--- config.mk ---
export PLATFORM = sky130hd
export DESIGN_NAME = sample_packer_flat
export DESIGN_NICKNAME = d
export VERILOG_FILES = /design/src/rtl/sample_packer_if.sv /design/src/rtl/sample_packer.sv /design/src/flat_wrapper.sv
export SDC_FILE = /design/constraint.sdc
export NUM_CORES = 1
export LEC_CHECK = 0
export CAP_MARGIN = 5
export CELL_PAD_IN_SITES_DETAIL_PLACEMENT = 0
export CELL_PAD_IN_SITES_GLOBAL_PLACEMENT = 1
export CORE_MARGIN = 2
export CORE_UTILIZATION = 25
export CTS_CLUSTER_SIZE = 14
export DETAILED_ROUTE_END_ITERATION = 8
export PLACE_DENSITY = 0.59
export SLEW_MARGIN = 20
export SYNTH_ARGS = -nofsm -noshare
export SYNTH_HDL_FRONTEND = slang
export SYNTH_SLANG_ARGS = --single-unit
export TNS_END_PERCENT = 100
--- constraint.sdc ---
create_clock -name clk -period 4.6 [get_ports clk]
set_input_delay 1.38 -clock clk [delete_from_list [all_inputs] [get_ports clk]]
set_output_delay 1.38 -clock clk [all_outputs]
set_load 0.01 [all_outputs]
--- src/rtl/sample_packer_if.sv ---
// sample_packer_if -- sample-in / packed-word-out bus of sample_packer.
//   raw_data  : 16*NCH bits. Channel c uses [16c+15:16c+8] for the I byte and
//               [16c+7:16c] for the Q byte.
//   raw_en    : qualifies raw_data in this cycle.
//   out_data  : packed 16-bit word.
//   out_valid : one-cycle strobe; out_data is valid while it is high.
// The master modport is the ADC/bench side. The slave modport is the packer side.
interface sample_packer_if #(
  parameter int NCH = 2
);
  logic [16*NCH-1:0] raw_data;
  logic              raw_en;
  logic [15:0]       out_data;
  logic              out_valid;

  modport master (output raw_data, output raw_en, input out_data, input out_valid);
  modport slave  (input raw_data, input raw_en, output out_data, output out_valid);
endinterface

--- src/rtl/sample_packer.sv ---
// sample_packer -- ADC front end. It has three pipeline stages and a word packer.
//   Stage 1 decodes the bit-reversed Gray-coded bytes to two's complement.
//   Stage 2 adds the DC offset and saturates to 8 bits.
//   Stage 3 quantises each component to QBITS bits.
//   The packer shifts the results MSB-first into 16-bit words.
// Ports:
//   clk       : sample clock.
//   reset_n   : asynchronous active-low reset.
//   bus       : raw_data/raw_en in, out_data/out_valid out (sample_packer_if.slave).
//   dc        : signed 8-bit offset per component, laid out like raw_data.
//   thresh    : magnitude threshold, used when QBITS = 2.
//   sat_count : count of stage-2 cycles that had any saturated component.
//               It stops at 0xFFFF.
//   sat_clear : synchronous clear of sat_count. It wins over an increment.
module sample_packer #(
  parameter int NCH   = 2,
  parameter int QBITS = 2
) (
  input  logic              clk,
  input  logic              reset_n,
  sample_packer_if.slave    bus,
  input  logic [16*NCH-1:0] dc,
  input  logic [7:0]        thresh,
  output logic [15:0]       sat_count,
  input  logic              sat_clear
);

  localparam int NC = 2 * NCH;
  localparam int SB = NC * QBITS;
  localparam int N  = 16 / SB;
  localparam int CW = (N > 1) ? $clog2(N) : 1;

  // Component j is ch(j/2), I when j is even and Q when j is odd.
  // Its byte lane is j^1 because the I byte sits above the Q byte.
  function automatic logic [7:0] gray_decode(input logic [7:0] x);
    logic [7:0] xr;
    logic [7:0] z;
    for (int unsigned i = 0; i < 8; i++) xr[i] = x[7-i];
    z[7] = xr[7];
    for (int unsigned i = 1; i < 8; i++) z[7-i] = xr[7-i] ^ z[8-i];
    return {~z[7], z[6:0]};
  endfunction

  logic [7:0]    s1_v [NC];
  logic          s1_valid;
  logic [7:0]    s2_s [NC];
  logic          s2_sat;
  logic          s2_valid;
  logic [SB-1:0] s3_sample;
  logic          s3_valid;

  logic [7:0]    v_next [NC];
  logic [7:0]    s_next [NC];
  logic          sat_next;
  logic [SB-1:0] sample_next;

  logic [15:0]   shift;
  logic [15:0]   shift_next;
  logic [CW-1:0] cnt;

  always_comb begin
    for (int unsigned j = 0; j < NC; j++) v_next[j] = gray_decode(bus.raw_data[8*(j^1) +: 8]);
  end

  // A 9-bit sum overflows 8 bits when bit 8 and bit 7 differ.
  // Bit 8 then gives the clamp direction.
  always_comb begin
    logic [8:0] sum;
    logic [7:0] off;
    sat_next = 1'b0;
    sum      = '0;
    off      = '0;
    for (int unsigned j = 0; j < NC; j++) begin
      off = dc[8*(j^1) +: 8];
      sum = {s1_v[j][7], s1_v[j]} + {off[7], off};
      if (sum[8] != sum[7]) begin
        s_next[j] = sum[8] ? 8'h80 : 8'h7F;
        sat_next  = 1'b1;
      end else begin
        s_next[j] = sum[7:0];
      end
    end
  end

  always_comb begin
    logic [7:0] mag;
    logic [3:0] q4;
    sample_next = '0;
    mag         = '0;
    q4          = '0;
    for (int unsigned j = 0; j < NC; j++) begin
      // The 8-bit negation of 0x80 gives 0x80, so |-128| reads as 128 unsigned.
      mag = s2_s[j][7] ? (~s2_s[j] + 8'd1) : s2_s[j];
      if (QBITS == 1)      q4 = {3'b000, s2_s[j][7]};
      else if (QBITS == 2) q4 = {2'b00, s2_s[j][7], (mag >= thresh)};
      else                 q4 = s2_s[j][7:4];
      sample_next[SB-1-QBITS*j -: QBITS] = q4[QBITS-1:0];
    end
  end

  // Keep the low 16 bits of {shift, sample}. This also covers SB = 16.
  assign shift_next = 16'({shift, s3_sample});

  always_ff @(posedge clk or negedge reset_n) begin
    if (!reset_n) begin
      for (int unsigned j = 0; j < NC; j++) begin
        s1_v[j] <= '0;
        s2_s[j] <= '0;
      end
      s1_valid  <= 1'b0;
      s2_sat    <= 1'b0;
      s2_valid  <= 1'b0;
      s3_sample <= '0;
      s3_valid  <= 1'b0;
    end else begin
      for (int unsigned j = 0; j < NC; j++) begin
        s1_v[j] <= v_next[j];
        s2_s[j] <= s_next[j];
      end
      s1_valid  <= bus.raw_en;
      s2_sat    <= sat_next;
      s2_valid  <= s1_valid;
      s3_sample <= sample_next;
      s3_valid  <= s2_valid;
    end
  end

  // A stage-3 gap restarts word assembly, so partial words are dropped.
  always_ff @(posedge clk or negedge reset_n) begin
    if (!reset_n) begin
      shift         <= '0;
      cnt           <= '0;
      bus.out_data  <= '0;
      bus.out_valid <= 1'b0;
    end else begin
      bus.out_valid <= 1'b0;
      if (s3_valid) begin
        shift <= shift_next;
        if (cnt == CW'(N - 1)) begin
          cnt           <= '0;
          bus.out_data  <= shift_next;
          bus.out_valid <= 1'b1;
        end else begin
          cnt <= cnt + 1'b1;
        end
      end else begin
        cnt <= '0;
      end
    end
  end

  always_ff @(posedge clk or negedge reset_n) begin
    if (!reset_n)                                   sat_count <= '0;
    else if (sat_clear)                             sat_count <= '0;
    else if (s2_valid && s2_sat && sat_count != '1) sat_count <= sat_count + 16'd1;
  end

endmodule

--- src/flat_wrapper.sv ---
// flat-port wrapper written by rule: the top's interface ports become plain ports
module sample_packer_flat 
#(
  parameter int NCH   = 2,
  parameter int QBITS = 2
)
  (clk, reset_n, dc, thresh, sat_count, sat_clear, bus_raw_data, bus_raw_en, bus_out_data, bus_out_valid);
  sample_packer_if #(.NCH(NCH)) bus_i ();
  input  logic clk;
  input  logic reset_n;
  input  logic [16*NCH-1:0] dc;
  input  logic [7:0] thresh;
  output logic [15:0] sat_count;
  input  logic sat_clear;
  input wire logic [$bits(bus_i.raw_data)-1:0] bus_raw_data;
  input wire logic [$bits(bus_i.raw_en)-1:0] bus_raw_en;
  output wire logic [$bits(bus_i.out_data)-1:0] bus_out_data;
  output wire logic [$bits(bus_i.out_valid)-1:0] bus_out_valid;
  assign bus_i.raw_data = bus_raw_data;
  assign bus_i.raw_en = bus_raw_en;
  assign bus_out_data = bus_i.out_data;
  assign bus_out_valid = bus_i.out_valid;
  sample_packer #(.NCH(NCH), .QBITS(QBITS)) u_core (.clk(clk), .reset_n(reset_n), .bus(bus_i), .dc(dc), .thresh(thresh), .sat_count(sat_count), .sat_clear(sat_clear));
endmodule
==> impl_metrics.json <==
{
  "run_status": "finished, final reports clean",
  "num_rows": 60,
  "antenna_found_initial": 0,
  "num_antenna_cells": 0,
  "drt_iter0_drc": 212,
  "p_clk_share_pct": 30.2,
  "synth_commonest_cells": "118 x dfrtp_1, 69 x ha_1, 55 x inv_1",
  "power_frac_seq_pct": 33.9,
  "cp.arrival_ns": 4.03,
  "synthArstFlopShare_pct": 100,
  "place_ws_ns": 0.440,
  "p_comb_share_pct": 36.0,
  "ir_worst_vdd_mv": 0.178,
  "critical_path_buf_inv_count": 2,
  "synth_compound_area_share_pct": 12.8,
  "yosysTopAreaCellShare_pct": 43.3,
  "period_minus_slack_ns": 3.73,
  "synthCells": 648,
  "postSynthAreaPerCell_um2": 10.5,
  "design.die.area_um2": 28600,
  "cts_root_buf": "clkbuf_16",
  "cts-hold-fix-buffers": 0,
  "drt_wl_total_um": 14400,
  "p_per_area_nw_per_um2": 504,
  "synth_enable_flop_cells": 0,
  "power_leakage_uw": 0.00407,
  "hold_viol": 0,
  "cts_tree": "built",
  "via_per_inst": 4.35,
  "antenna_left": 0,
  "finalInstanceArea_um2": 8920,
  "setup_viol": 0,
  "cp_max_fo": 8,
  "syn_to_final_growth_pct": 31.0,
  "first_global_vias": 4918,
  "rsz0062_at_grt": "no",
  "synthAdderAreaFrac_pct": 13.8,
  "register_area_um2": 2950,
  "clockBufferDepth": 2,
  "clk_pin_slew_ns": 0.06,
  "grt_pass1_wl_um": 24100,
  "fill_cells": 2771,
  "ios": 109,
  "synth_flop_cell": "dfrtp_1",
  "vias": 4903,
  "whs_ns": 0.348,
  "synth_most_common_cell": "dfrtp_1",
  "worst_skew_pair.late_latency_ns": 0.43,
  "maxSlewHeadroom_pct": 40.7,
  "cts_buffers": 17,
  "syn-cell-area_um2": 6820,
  "fp.dieW_um": 169,
  "crit_slowest_cell": "a2111oi_0",
  "wl_per_cell_um": 12.7,
  "yosysSeqAreaShare_pct": 43.3,
  "fmax_mhz": 268,
  "maxCapViolCount": 0,
  "grt_max_degree": 68,
  "cts_sinks": 118,
  "tightest_slew_ns": 0.883,
  "nNetsFinal": 923,
  "min_path_type": "reg2reg",
  "synthTopCellsByArea": "dfrtp_1 43%, ha_1 13%, xnor2_1 4.6%, xor2_1 4.4%, mux2_2 4.3%",
  "internal-power_uw": 2980,
  "drtPass1Iterations": 4,
  "synth-xor-area-share_pct": 10.3,
  "startpoint_type": "input port",
  "fin_ws_ns": 0.874,
  "dieHeight_um": 169,
  "cts_resized": 0,
  "postCtsSetupBuffers": 0,
  "synthMuxAreaShare_pct": 4.44,
  "max_stage_delay_ns": 0.55,
  "syn_nets": 797,
  "drc": 0,
  "worstPathRequired_ns": 4.90,
  "fin_tns_setup_ns": 0,
  "finalClockSkew_ns": 0.0146,
  "critPathTopFamily": "compound AO/OA/AOI/OAI gates",
  "drive_gt1_share_pct": 8.89,
  "synth_top_family_by_area": "adder cells",
  "multi_input_area_um2": 3640,
  "io_buffers": 108,
  "endpoint_kind": "flip-flop",
  "yosysTopAreaCell": "dfrtp_1",
  "placed_cell_area_um2": 8330,
  "gp_congestion": 0.779,
  "grt_usage_pct": 10.7,
  "yosys.area_share.simple_pct": 11.9,
  "switchingPower_uw": 1510,
  "synth-seq-cells": 118,
  "start_util_pct": 25.4,
  "grt-ovfl-total": 0,
  "coreArea_um2": 26900,
  "synth-warning-count": 0,
  "dpl.hpwl_um": 10900,
  "timing.critical_path.cells": "clkdlybuf4s50_1, ha_1, inv_1, fa_1, nand2b_1, a2111oi_0, and2_1, o21ai_0, a21o_1, a31o_2",
  "synth_cell_types": 54,
  "post-route-period-util_pct": 81.0,
  "swShare_pct": 33.6,
  "maxSlewViolCount": 0,
  "path_class": "in2reg",
  "htreeDepth": 4
}
-- final cells by class --
cell class	count	area share, %
Tap cell	341	4.78
Clock buffer	17	4.77
Inverter	55	2.31
Sequential cell	118	33.1
Multi-Input combinational cell	470	40.7
Timing Repair Buffer	112	12.4
Clock inverter	15	1.89
-- flip-flops by register name, summed over array words and instances, names as in the netlist --
register,count
u_core.bus.out_data,16
u_core.bus.out_valid,1
u_core.s3_sample,8
u_core.shift,8
u_core.s1_v,32
u_core.s2_s,32
u_core.sat_count,16
u_core.s3_valid,1
u_core.cnt,1
u_core.s2_sat,1
u_core.s1_valid,1
u_core.s2_valid,1
-- per-layer routing --
| metal | vias up | GRT usage (%) | wire length (um) |
|---|---|---|---|
| met1 | 2282 | 13.9 | 7120 |
| met4 | 0 | 4.24 | 228 |
| met2 | 83 | 17.1 | 6470 |
| li1 | 2523 | - | - |
| met5 | - | 0 | 0 |
| met3 | 15 | 2.62 | 540 |
-- per-stage QoR --
stage | power (uW) | util, % | instances
global route | 4900 | 33.2 | 1128
floorplan | 2670 | - | 648
finish | 4500 | 33.2 | 1128
global placement | 3180 | 31.0 | 1096
CTS | 4590 | 33.2 | 1128
detailed placement | 3190 | 31.0 | 1096
-- power groups by stage --
stage               combinational (uW)  clock, uW  sequential [uW]
finish                            1620       1360             1520
global route                      1880       1450             1570
CTS                               1650       1400             1530
detailed placement                1640          0             1550
global placement                  1640          0             1540
floorplan                         1160          0             1510
-- placed cells by master (no fill, tap or decap), types with 25 or more instances in the layout --
cell | Yosys | final
clkdlybuf4s50_1 | 0 | 107
a21o_1 | 25 | 25
xor2_1 | 34 | 34
a21oi_1 | 25 | 25
o21ai_0 | 35 | 35
inv_1 | 55 | 55
ha_1 | 69 | 69
nand2_1 | 39 | 39
mux2_2 | 26 | 26
xnor2_1 | 36 | 36
dfrtp_1 | 118 | 118
nor2_1 | 52 | 52
-- logic make-up after synthesis --
family,after synthesis
adders and majority gates,73
buffers and inverters,60
DFF,118
xor gates and xnor gates,74
and+or+nand+nor,164
AOI/OAI and AO/OA,132
muxes,27
-- path summary, 6_finish.rpt --
| kind | start | end | slack, ns | depth (start not counted) |
|---|---|---|---|---|
| worst max register to register | u_core.s1_v[0]$_DFF_PN0_ | u_core.s2_s[2]$_DFF_PN0_ | 1.97 | 9 |
| max in group asynchronous | reset_n | u_core.s1_valid$_DFF_PN0_ | 2.68 | 2 |
| worst min-delay path | u_core.s1_valid$_DFF_PN0_ | u_core.s2_valid$_DFF_PN0_ | 0.35 | 0 |
| worst min register to register | u_core.s1_valid$_DFF_PN0_ | u_core.s2_valid$_DFF_PN0_ | 0.35 | 0 |
| worst max-delay path | dc[16] | u_core.s2_s[2]$_DFF_PN0_ | 0.87 | 10 |
| min in group asynchronous | reset_n | u_core.s1_v[17]$_DFF_PN0_ | 1.06 | 1 |
(Power assumes the default switching activity.)
